### src/rtl/pubkey_pkg.sv
// Shared constants, FSM encoding and sizing helpers for the public-key extractor.
package pubkey_pkg;

  // Never returns 0, so the result can always size a vector.
  function automatic int unsigned clog2(input int unsigned value);
    int unsigned result;
    result = 0;
    while ((32'd1 << result) < value) result++;
    return (result == 0) ? 1 : result;
  endfunction

  function automatic int unsigned calc_wpr(input int unsigned cols, input int unsigned block);
    return cols / block;
  endfunction

  function automatic int unsigned calc_idw(input int unsigned rows, input int unsigned block);
    return rows / block;
  endfunction

  function automatic int unsigned calc_addr_w(input int unsigned rows, input int unsigned cols,
                                              input int unsigned block);
    return clog2(rows * (cols / block));
  endfunction

  localparam int unsigned DEF_ROWS  = 8;
  localparam int unsigned DEF_COLS  = 16;
  localparam int unsigned DEF_BLOCK = 4;

  localparam int unsigned WPR    = calc_wpr(DEF_COLS, DEF_BLOCK);
  localparam int unsigned IDW    = calc_idw(DEF_ROWS, DEF_BLOCK);
  localparam int unsigned ADDR_W = calc_addr_w(DEF_ROWS, DEF_COLS, DEF_BLOCK);

  typedef enum logic [1:0] {
    StIdle,
    StRead,
    StDrain,
    StDone
  } pk_state_e;

endpackage

### src/rtl/pk_skid_fifo.sv
// Two-entry FIFO between the one-cycle RAM read pipe and the output handshake.
module pk_skid_fifo #(
  parameter int unsigned WIDTH = 5
) (
  input  logic             clk,
  input  logic             rst,
  input  logic             push,
  input  logic [WIDTH-1:0] push_data,
  input  logic             pop,
  output logic [WIDTH-1:0] pop_data,
  output logic             full,
  output logic             empty,
  output logic [1:0]       count
);

  logic [WIDTH-1:0] mem_q [2];
  logic             wr_ptr_q;
  logic             rd_ptr_q;
  logic [1:0]       count_q;
  logic             do_push;
  logic             do_pop;

  assign do_pop  = pop && (count_q != 2'd0);
  assign do_push = push && ((count_q != 2'd2) || do_pop);

  always_ff @(posedge clk or posedge rst) begin
    if (rst) begin
      mem_q[0] <= '0;
      mem_q[1] <= '0;
      wr_ptr_q <= 1'b0;
      rd_ptr_q <= 1'b0;
      count_q  <= 2'd0;
    end else begin
      if (do_push) begin
        mem_q[wr_ptr_q] <= push_data;
        wr_ptr_q        <= ~wr_ptr_q;
      end
      if (do_pop) begin
        rd_ptr_q <= ~rd_ptr_q;
      end
      case ({do_push, do_pop})
        2'b10:   count_q <= count_q + 2'd1;
        2'b01:   count_q <= count_q - 2'd1;
        default: count_q <= count_q;
      endcase
    end
  end

  assign pop_data = mem_q[rd_ptr_q];
  assign full     = (count_q == 2'd2);
  assign empty    = (count_q == 2'd0);
  assign count    = count_q;

endmodule

### src/rtl/pubkey_extractor.sv
// Streams the T part of a systematic [I | T] matrix from the shared RAM as BLOCK-bit words.
// Define IDENTITY_CHECK_EN to also read and verify the identity part (adds id_err).
module pubkey_extractor
  import pubkey_pkg::*;
#(
  parameter int unsigned ROWS  = DEF_ROWS,
  parameter int unsigned COLS  = DEF_COLS,
  parameter int unsigned BLOCK = DEF_BLOCK
) (
  input  logic                                       clk,
  input  logic                                       rst,
  input  logic                                       start,
  output logic                                       busy,
  output logic                                       done,
  output logic                                       rd_en,
  output logic [calc_addr_w(ROWS, COLS, BLOCK)-1:0]  rd_addr,
  input  logic [BLOCK-1:0]                           rd_data,
  output logic [BLOCK-1:0]                           out_data,
  output logic                                       out_valid,
  input  logic                                       out_ready,
  output logic                                       out_last
`ifdef IDENTITY_CHECK_EN
  ,
  output logic                                       id_err
`endif
);

  localparam int unsigned NW    = calc_wpr(COLS, BLOCK);
  localparam int unsigned NI    = calc_idw(ROWS, BLOCK);
  localparam int unsigned AW    = calc_addr_w(ROWS, COLS, BLOCK);
  localparam int unsigned RW    = clog2(ROWS);
  localparam int unsigned WW    = clog2(NW);
  localparam bit          HAS_T = (NW > NI);

`ifdef IDENTITY_CHECK_EN
  localparam logic [WW-1:0] FIRST_WORD = '0;
`else
  localparam logic [WW-1:0] FIRST_WORD = WW'(NI);
`endif
  localparam logic [RW-1:0] LAST_ROW  = RW'(ROWS - 1);
  localparam logic [WW-1:0] LAST_WORD = WW'(NW - 1);

  pk_state_e      state_q, state_d;
  logic [RW-1:0]  row_q;
  logic [WW-1:0]  word_q;
  logic           inflight_q;
  logic           rsp_last_q;
  logic           rsp_push_q;
  logic           at_last;
  logic           rd_space;
  logic           pop;
  logic           start_ok;
  logic           fifo_full;
  logic           fifo_empty;
  logic [1:0]     fifo_count;
  logic [BLOCK:0] fifo_head;

  assign at_last  = (row_q == LAST_ROW) && (word_q == LAST_WORD);
  assign pop      = out_valid && out_ready;
  assign start_ok = (state_q == StIdle) && start;

  // Issue only while FIFO words plus the read in flight, less this cycle's pop, stay under two.
  assign rd_space = fifo_full ? (pop && !inflight_q) : (!inflight_q || fifo_empty || pop);

  always_comb begin
    state_d = state_q;
    rd_en   = 1'b0;
    busy    = 1'b0;
    done    = 1'b0;
    case (state_q)
      StIdle: begin
        if (start) state_d = HAS_T ? StRead : StDone;
      end
      StRead: begin
        busy  = 1'b1;
        rd_en = rd_space;
        if (rd_space && at_last) state_d = StDrain;
      end
      StDrain: begin
        busy = 1'b1;
        if ((fifo_count == 2'd0) && !inflight_q) state_d = StDone;
      end
      StDone: begin
        done    = 1'b1;
        state_d = StIdle;
      end
      default: state_d = StIdle;
    endcase
  end

  assign rd_addr = (state_q == StRead) ? (AW'(row_q) * AW'(NW) + AW'(word_q)) : '0;

  always_ff @(posedge clk or posedge rst) begin
    if (rst) begin
      state_q    <= StIdle;
      row_q      <= '0;
      word_q     <= '0;
      inflight_q <= 1'b0;
      rsp_last_q <= 1'b0;
      rsp_push_q <= 1'b0;
    end else begin
      state_q    <= state_d;
      inflight_q <= rd_en;
      rsp_last_q <= rd_en && at_last;
      rsp_push_q <= rd_en && (word_q >= WW'(NI));
      if (start_ok) begin
        row_q  <= '0;
        word_q <= FIRST_WORD;
      end else if (rd_en) begin
        if (word_q == LAST_WORD) begin
          word_q <= FIRST_WORD;
          row_q  <= row_q + RW'(1);
        end else begin
          word_q <= word_q + WW'(1);
        end
      end
    end
  end

  pk_skid_fifo #(
    .WIDTH (BLOCK + 1)
  ) u_fifo (
    .clk       (clk),
    .rst       (rst),
    .push      (rsp_push_q),
    .push_data ({rsp_last_q, rd_data}),
    .pop       (pop),
    .pop_data  (fifo_head),
    .full      (fifo_full),
    .empty     (fifo_empty),
    .count     (fifo_count)
  );

  assign out_valid = !fifo_empty;
  assign out_data  = fifo_head[BLOCK-1:0];
  assign out_last  = fifo_head[BLOCK] && out_valid;

`ifdef IDENTITY_CHECK_EN
  logic [RW-1:0]    rsp_row_q;
  logic [WW-1:0]    rsp_word_q;
  logic             id_err_q;
  logic [BLOCK-1:0] id_exp;

  // Row r of the identity has only bit (r mod BLOCK) of word (r / BLOCK) set.
  always_comb begin
    id_exp = '0;
    if (32'(rsp_word_q) == (32'(rsp_row_q) / BLOCK)) begin
      id_exp = BLOCK'(1) << (32'(rsp_row_q) % BLOCK);
    end
  end

  always_ff @(posedge clk or posedge rst) begin
    if (rst) begin
      rsp_row_q  <= '0;
      rsp_word_q <= '0;
      id_err_q   <= 1'b0;
    end else begin
      if (rd_en) begin
        rsp_row_q  <= row_q;
        rsp_word_q <= word_q;
      end
      if (start_ok) begin
        id_err_q <= 1'b0;
      end else if (inflight_q && !rsp_push_q && (rd_data != id_exp)) begin
        id_err_q <= 1'b1;
      end
    end
  end

  assign id_err = id_err_q;
`endif

endmodule

### config.mk
export PLATFORM = sky130hd
export DESIGN_NAME = pubkey_extractor
export DESIGN_NICKNAME = d
export VERILOG_FILES = /design/src/rtl/pubkey_pkg.sv /design/src/rtl/pk_skid_fifo.sv /design/src/rtl/pubkey_extractor.sv
export SDC_FILE = /design/constraint.sdc
export NUM_CORES = 1
export LEC_CHECK = 0
export ABC_AREA = 1
export BUFFER_PORTS_ARGS = -buffer_cell sky130_fd_sc_hd__buf_4
export CAP_MARGIN = 0
export CORE_ASPECT_RATIO = 1.25
export CORE_MARGIN = 1.5
export CORE_UTILIZATION = 48
export CTS_BUF_LIST = sky130_fd_sc_hd__clkbuf_4 sky130_fd_sc_hd__clkbuf_8 sky130_fd_sc_hd__clkbuf_16
export CTS_CLUSTER_SIZE = 8
export DETAILED_ROUTE_END_ITERATION = 10
export PLACE_DENSITY_LB_ADDON = 0.3
export SETUP_SLACK_MARGIN = 0.1
export SYNTH_ARGS = -nofsm -noshare
export SYNTH_HDL_FRONTEND = slang
export SYNTH_SLANG_ARGS = --single-unit
### constraint.sdc
create_clock -name clk -period 1.4 [get_ports clk]
set_input_delay 0.21 -clock clk [delete_from_list [all_inputs] [get_ports clk]]
set_output_delay 0.21 -clock clk [all_outputs]
set_load 0.01 [all_outputs]
Yosys cells after proc, flatten, opt, wreduce, memory -nomap -nowiden
Cells that the tools add are included.
{"block": "word_totals", "regBits": 24, "in_bits": 8, "output_inout_bits": 14, "elab_cells": 84}
{"block": "classes", "addsub": 5, "n_lt_le_gt_ge": 4, "eq_ne": 12, "mux": 22, "n_bitwise": 4, "n_reduce_logical": 26}
{"op": "two-way mux 5 bit", "count": 5}
{"op": "logical AND 1 bit", "count": 12}
{"op": "two-way mux 2 bit", "count": 6}
{"op": "bitwise mux 10 bit", "count": 1}
{"op": "equality test 2 bit, second input constant", "count": 5}
{"op": "two-way mux 3 bit", "count": 3}
{"op": "!= test 2 bit, second input constant", "count": 4}
{"op": "one-hot mux 2 bit (4 select lines)", "count": 1}
{"op": "nonzero test 2 bit", "count": 4}
{"op": "greater-or-equal comparator 2 bit, second input constant", "count": 3}
{"op": "adder 5 x 2 -> 5 bit", "count": 1}
{"op": "demux 5 bit (select 1 bit)", "count": 1}
{"op": "adder 2 x 1 -> 2 bit, second input constant", "count": 2}
{"op": "equality test 2 x 1 -> 1 bit, second input constant", "count": 2}
{"op": "logical NOT 2 bit", "count": 2}
{"op": "two-way mux 1 bit", "count": 4}
{"op": "NOT 1 -> 2 bit", "count": 2}
{"op": "one-hot mux 2 bit (2 select lines)", "count": 1}
{"op": "adder 3 x 1 -> 3 bit, second input constant", "count": 1}
{"op": "equality test 3 bit, second input constant", "count": 1}
{"op": "logical OR 1 bit", "count": 3}
{"op": "AND reduction 3 bit", "count": 1}
{"op": "logical NOT 1 bit", "count": 2}
{"op": "less-than comparator 2 x 1 -> 1 bit, second input constant", "count": 1}
{"op": "other kinds (4)", "count": 5}

Logic depth before layout (Yosys ltp)
{"block": "depth", "word_depth": 8, "ltp_mapped": 9}

Hierarchy
A second synthesis with hierarchy kept.
{"block": "hier_totals", "cells_unflattened": 170, "area_unflattened_um2": 1370.1}
{"mod": "pk_skid_fifo", "n_inst": 1, "cells_each": 88, "area_per_inst_um2": 730.7}
{"mod": "pubkey_extractor", "n_inst": 1, "cells_each": 82, "area_per_inst_um2": 639.4}

Worst setup path before layout
Ideal clock, no wire load.
{"block": "synth_timing", "kind": "register -> register", "startpoint": "register u_fifo.count_q[0] (netlist: u_fifo.count[0])", "endpoint": "register u_fifo.count_q[1] (netlist: u_fifo.count[1])", "setup_ns": 0.124, "t_arrival_ns": 1.336, "t_required_ns": 1.276, "setup_slack_ns": -0.060, "stages_incl_launch_ff": 7, "n_path_buf": 0, "period_less_slack_ns": 1.460, "path_cell_list": "dfrtp_1 > nor2_1 > nor2_1 > ha_1 > a21oi_1 > o21ai_0 > xnor2_1"}
{"block": "synth_via", "elab_chain_cells": 8}
{"item": "from (decl)", "line_no": "pk_skid_fifo.sv:19", "source": "logic [1:0] count_q;"}
{"item": "from (signal assigned)", "line_no": "pk_skid_fifo.sv:42", "source": "2'b10: count_q <= count_q + 2'd1;"}
{"item": "from (signal assigned)", "line_no": "pk_skid_fifo.sv:43", "source": "2'b01: count_q <= count_q - 2'd1;"}
{"item": "from (signal assigned)", "line_no": "pk_skid_fifo.sv:44", "source": "default: count_q <= count_q;"}
{"item": "logical NOT 2 bit", "line_no": "pk_skid_fifo.sv:51", "source": "assign empty = (count_q == 2'd0);"}
{"item": "logical NOT 1 bit", "line_no": "pubkey_extractor.sv:134", "source": "assign out_valid = !fifo_empty;"}
{"item": "logical AND 1 bit", "line_no": "pubkey_extractor.sv:59", "source": "assign pop = out_valid && out_ready;"}
{"item": "logical AND 1 bit (*)", "line_no": "pk_skid_fifo.sv:23", "source": "assign do_pop = pop && (count_q != 2'd0);"}
{"item": "via u_fifo.do_pop", "line_no": "pk_skid_fifo.sv:21", "source": "logic do_pop;"}
{"item": "logical OR 1 bit", "line_no": "pk_skid_fifo.sv:24", "source": "assign do_push = push && ((count_q != 2'd2) || do_pop);"}
{"item": "logical AND 1 bit", "line_no": "pk_skid_fifo.sv:24"}
{"item": "equality test 2 x 1 -> 1 bit / equality test 2 bit (equally long branches)", "line_no": "pk_skid_fifo.sv:41", "source": "case ({do_push, do_pop})"}
{"item": "one-hot mux 2 bit (2 select lines) / nonzero test 2 bit (equally long branches)"}
Mark *: on every way through the listed nets, which the timed path passes. The rest lies on a longest branch.
A chain may end at the register's enable or synchronous reset.

Worst setup path in the final report
{"block": "layout_timing", "startpoint": "register u_fifo.count_q[0] (netlist: u_fifo.count[0])", "endpoint": "output rd_en"}
{"block": "layout_via", "elab_chain_cells": 6}
{"item": "logical NOT 2 bit", "line_no": "pk_skid_fifo.sv:51"}
{"item": "logical NOT 1 bit", "line_no": "pubkey_extractor.sv:134"}
{"item": "logical AND 1 bit", "line_no": "pubkey_extractor.sv:59"}
{"item": "logical OR 1 bit / logical AND 1 bit (equally long branches)", "line_no": "pubkey_extractor.sv:63", "source": "assign rd_space = fifo_full ? (pop && !inflight_q) : (!inflight_q || fifo_empty || pop);"}
{"item": "two-way mux 1 bit (*)", "line_no": "pubkey_extractor.sv:63"}
{"item": "two-way mux 1 bit (*)", "line_no": "pubkey_extractor.sv:70", "source": "case (state_q)"}
{"item": "to (decl)", "line_no": "pubkey_extractor.sv:15", "source": "output logic rd_en,"}
Mark *: on every way between the ends. The rest lies on a longest branch, timed or not.

==> impl_metrics.env <==
export IMPL_synth_seq_area_share_pct=49.4
export IMPL_final_cell_mix="nand2_1, buf_4, dfrtp_1, buf_6, nand2_2"
export IMPL_p_sw_share_pct=39.9
export IMPL_grt_usage_pct=22.5
export IMPL_worstHoldEndpoint="u_fifo.mem_q[8]"
export IMPL_hp_class="in -> reg"
export IMPL_rows=20
export IMPL_critPathCaptureType="output pin"
export IMPL_worstSetupPathType="reg -> out"
export IMPL_drv_slew=0
export IMPL_p_int_w=0.00276
export IMPL_wl_per_cell_um=14.7
export IMPL_grt_antenna_before_repair=0
export IMPL_max_slew_margin_pct=75.5
export IMPL_final_hold_violation_count=0
export IMPL_synth_area_um2=1210
export IMPL_finalPower_w=0.00459
export IMPL_violations="negative setup slack"
export IMPL_ys_seq_elements=24
export IMPL_start_kind="register"
export IMPL_routed_wirelength_um=3390
export IMPL_synthCells=147
export IMPL_cts_tree="done"
export IMPL_numPortBuffers=21
export IMPL_path_clk_slew_ns=0.14
export IMPL_seqPwrFrac_pct=26.0
export IMPL_instances_no_fill=230
export IMPL_p_leak_nw=1.02
export IMPL_syn_to_final_growth_pct=58.3
export IMPL_htreeDepth=1
export IMPL_holdPathStages=3
export IMPL_die_h_um=59.3
export IMPL_drive_gt1_share_pct=51.8
export IMPL_min_from="rd_data[3]"
export IMPL_first_pass_iters=4
export IMPL_drc=0
export IMPL_cp_arrival_ns=1.32
export IMPL_worstSkewPairLatency_ns=0.31
export IMPL_drv_cap=0
export IMPL_clock_skew_ns=0.00641
export IMPL_cts_root_buf="clkbuf_4"
export IMPL_ys_warnings_count=0
export IMPL_clockPowerShare_pct=11.1
export IMPL_dp_cells=204
export IMPL_r2r_end="state_q[0]"
export IMPL_ir_drop_mv=1.97
export IMPL_grt_setup_unrepaired="yes"
export IMPL_fin_crit_sh_pct=110
export IMPL_fin_crit_ns=1.53
export IMPL_status="complete, but fails checks"
export IMPL_synth_cell_types=20
export IMPL_grt_pass1_wl_um=4540
export IMPL_rrSetupSlack_ns=-0.05
export IMPL_grt_max_degree=25
export IMPL_max_freq_ghz=0.652
export IMPL_timing_rr_start="u_fifo.count[1]"
export IMPL_r2r_cells=8
export IMPL_syn_nets=162
export IMPL_layout_commonest_cell="nand2_1"
export IMPL_core_area_um2=2430
export IMPL_grt_overflow=0
export IMPL_finalNetCount=213
export IMPL_grt_pass1_vias=1047
export IMPL_num_io_pins=22
export IMPL_p_sw_w=0.00183
export IMPL_antenna_cells=0
export IMPL_worstPathRequired_ns=1.19
export IMPL_p_per_area_nw_per_um2=2380
export IMPL_viasPerCell=5.04
export IMPL_combinationalPowerShare_pct=63.0
export IMPL_gp_congestion=0.701
export IMPL_die_w_um=48
export IMPL_die_area_um2=2840
export IMPL_fin_ws_ns=-0.134
export IMPL_cts_sinks=24
export IMPL_cts_max_path_buffers=2
export IMPL_cts_buffers=3
export IMPL_setup_viol=14
export IMPL_first_iter_violations=49
export IMPL_ant_nets=0
export IMPL_path_max_fanout=3
export IMPL_dpl_hpwl_um=1610
export IMPL_syn_mean_instance_area_um2=8.26
export IMPL_worstMarginPinSlew_ns=0.366
export IMPL_initial_utilization_pct=50.1
export IMPL_vias=1160
## registers in the layout (all words and copies together), names as in the netlist, 2 cells and up
| name | flops |
|---|---|
| u_fifo.mem_q | 10 |
| word_q | 2 |
| row_q | 3 |
| u_fifo.count | 2 |
| state_q | 2 |
## power by group through the flow
stage / logic (W) / registers (W) / clock network, W
2_1_floorplan: 0.00104 / 0.00112 / 0
3_3_place_gp: 0.00147 / 0.00117 / 0
3_5_place_dp: 0.00151 / 0.00118 / 0
4_1_cts: 0.00231 / 0.00115 / 0.000509
5_1_grt: 0.00313 / 0.00121 / 0.000545
6_report: 0.00289 / 0.00119 / 0.000507
## cell families after synthesis
family / synth area share, %
AO/OA/AOI/OAI: 7.93
flip-flops: 49.4
buffers and inverters: 8.65
AND/OR/NAND/NOR: 24.6
adder cells (fa/ha/maj): 7.21
XOR/XNOR: 2.16
## final cells by class
class	instances	area (um2)
clock buffers	3	22.5
clock inverters	1	30.0
fillers	154	504
inverters	24	97.6
multi-input cells	97	683
flip-flops and latches	24	603
well taps	33	41.3
repair buffers	48	445
## critical path, cell delays in order (launching register included)
cell     delay, ns
dfrtp_1       0.41
inv_2         0.08
nand2_1       0.06
o21ai_1       0.12
nand2_2       0.09
nand2_2       0.09
inv_2         0.06
buf_6         0.12
## worst max-delay path by stage
stage | cells past startpoint | startpoint | slack [ns] | to
5_1_grt | 7 | u_fifo.count[0] | -0.21 | rd_en
6_report | 7 | u_fifo.count[0] | -0.13 | rd_en
3_3_place_gp | 6 | u_fifo.count[1] | 0.06 | u_fifo.count[1]
2_1_floorplan | 6 | u_fifo.count[1] | 0.04 | u_fifo.count[1]
4_1_cts | 7 | u_fifo.count[0] | -0.1 | rd_en
3_5_place_dp | 6 | u_fifo.count[1] | -0.02 | u_fifo.count[1]
## layer usage
layer	track usage [%]	share of wire (%)	vias to the layer above
met2	41.1	58	37
li1	-	-	555
met4	5.79	2.6	0
met3	2.74	2.9	10
met5	0	0	-
met1	26.6	36	558
## what timing repair did
action                     in CTS  in global routing
setup buffers                  15                  6
hold endpoints to repair       24                  0
setup endpoints to repair      25                 21
gates resized for setup        52                 24
pin swaps                      14                  8
hold buffers                    1                  0
## metrics by stage
step                      TNS, ns  hold WS (ns)  worst slack (ns)  utilization (%)  area (um2)
after floorplan                 0         0.225            0.0387                -        1220
after global placement          0         0.274            0.0554             59.4        1440
after detailed placement  -0.0182         0.281           -0.0182             59.4        1440
after CTS                  -0.858         0.137           -0.0966             73.4        1780
after global routing        -1.99         0.127            -0.212             79.2        1920
final                       -1.12         0.143            -0.134             79.2        1920
## synth_stat cells, drive strengths merged
cell	instances	area (um2)
nand2	51	194
dfrtp	24	601
inv	24	90.1
nand3	12	65.1
o21ai	12	78.8
ha	7	87.6
nor2	6	22.5
a21oi	2	10.0
or2	2	12.5
xnor2	2	17.5
a22oi	1	7.51
buf	1	11.3
clkbuf	1	3.75
nor3	1	5.00
xor2	1	8.76
Power figures use the tool's default switching activity.
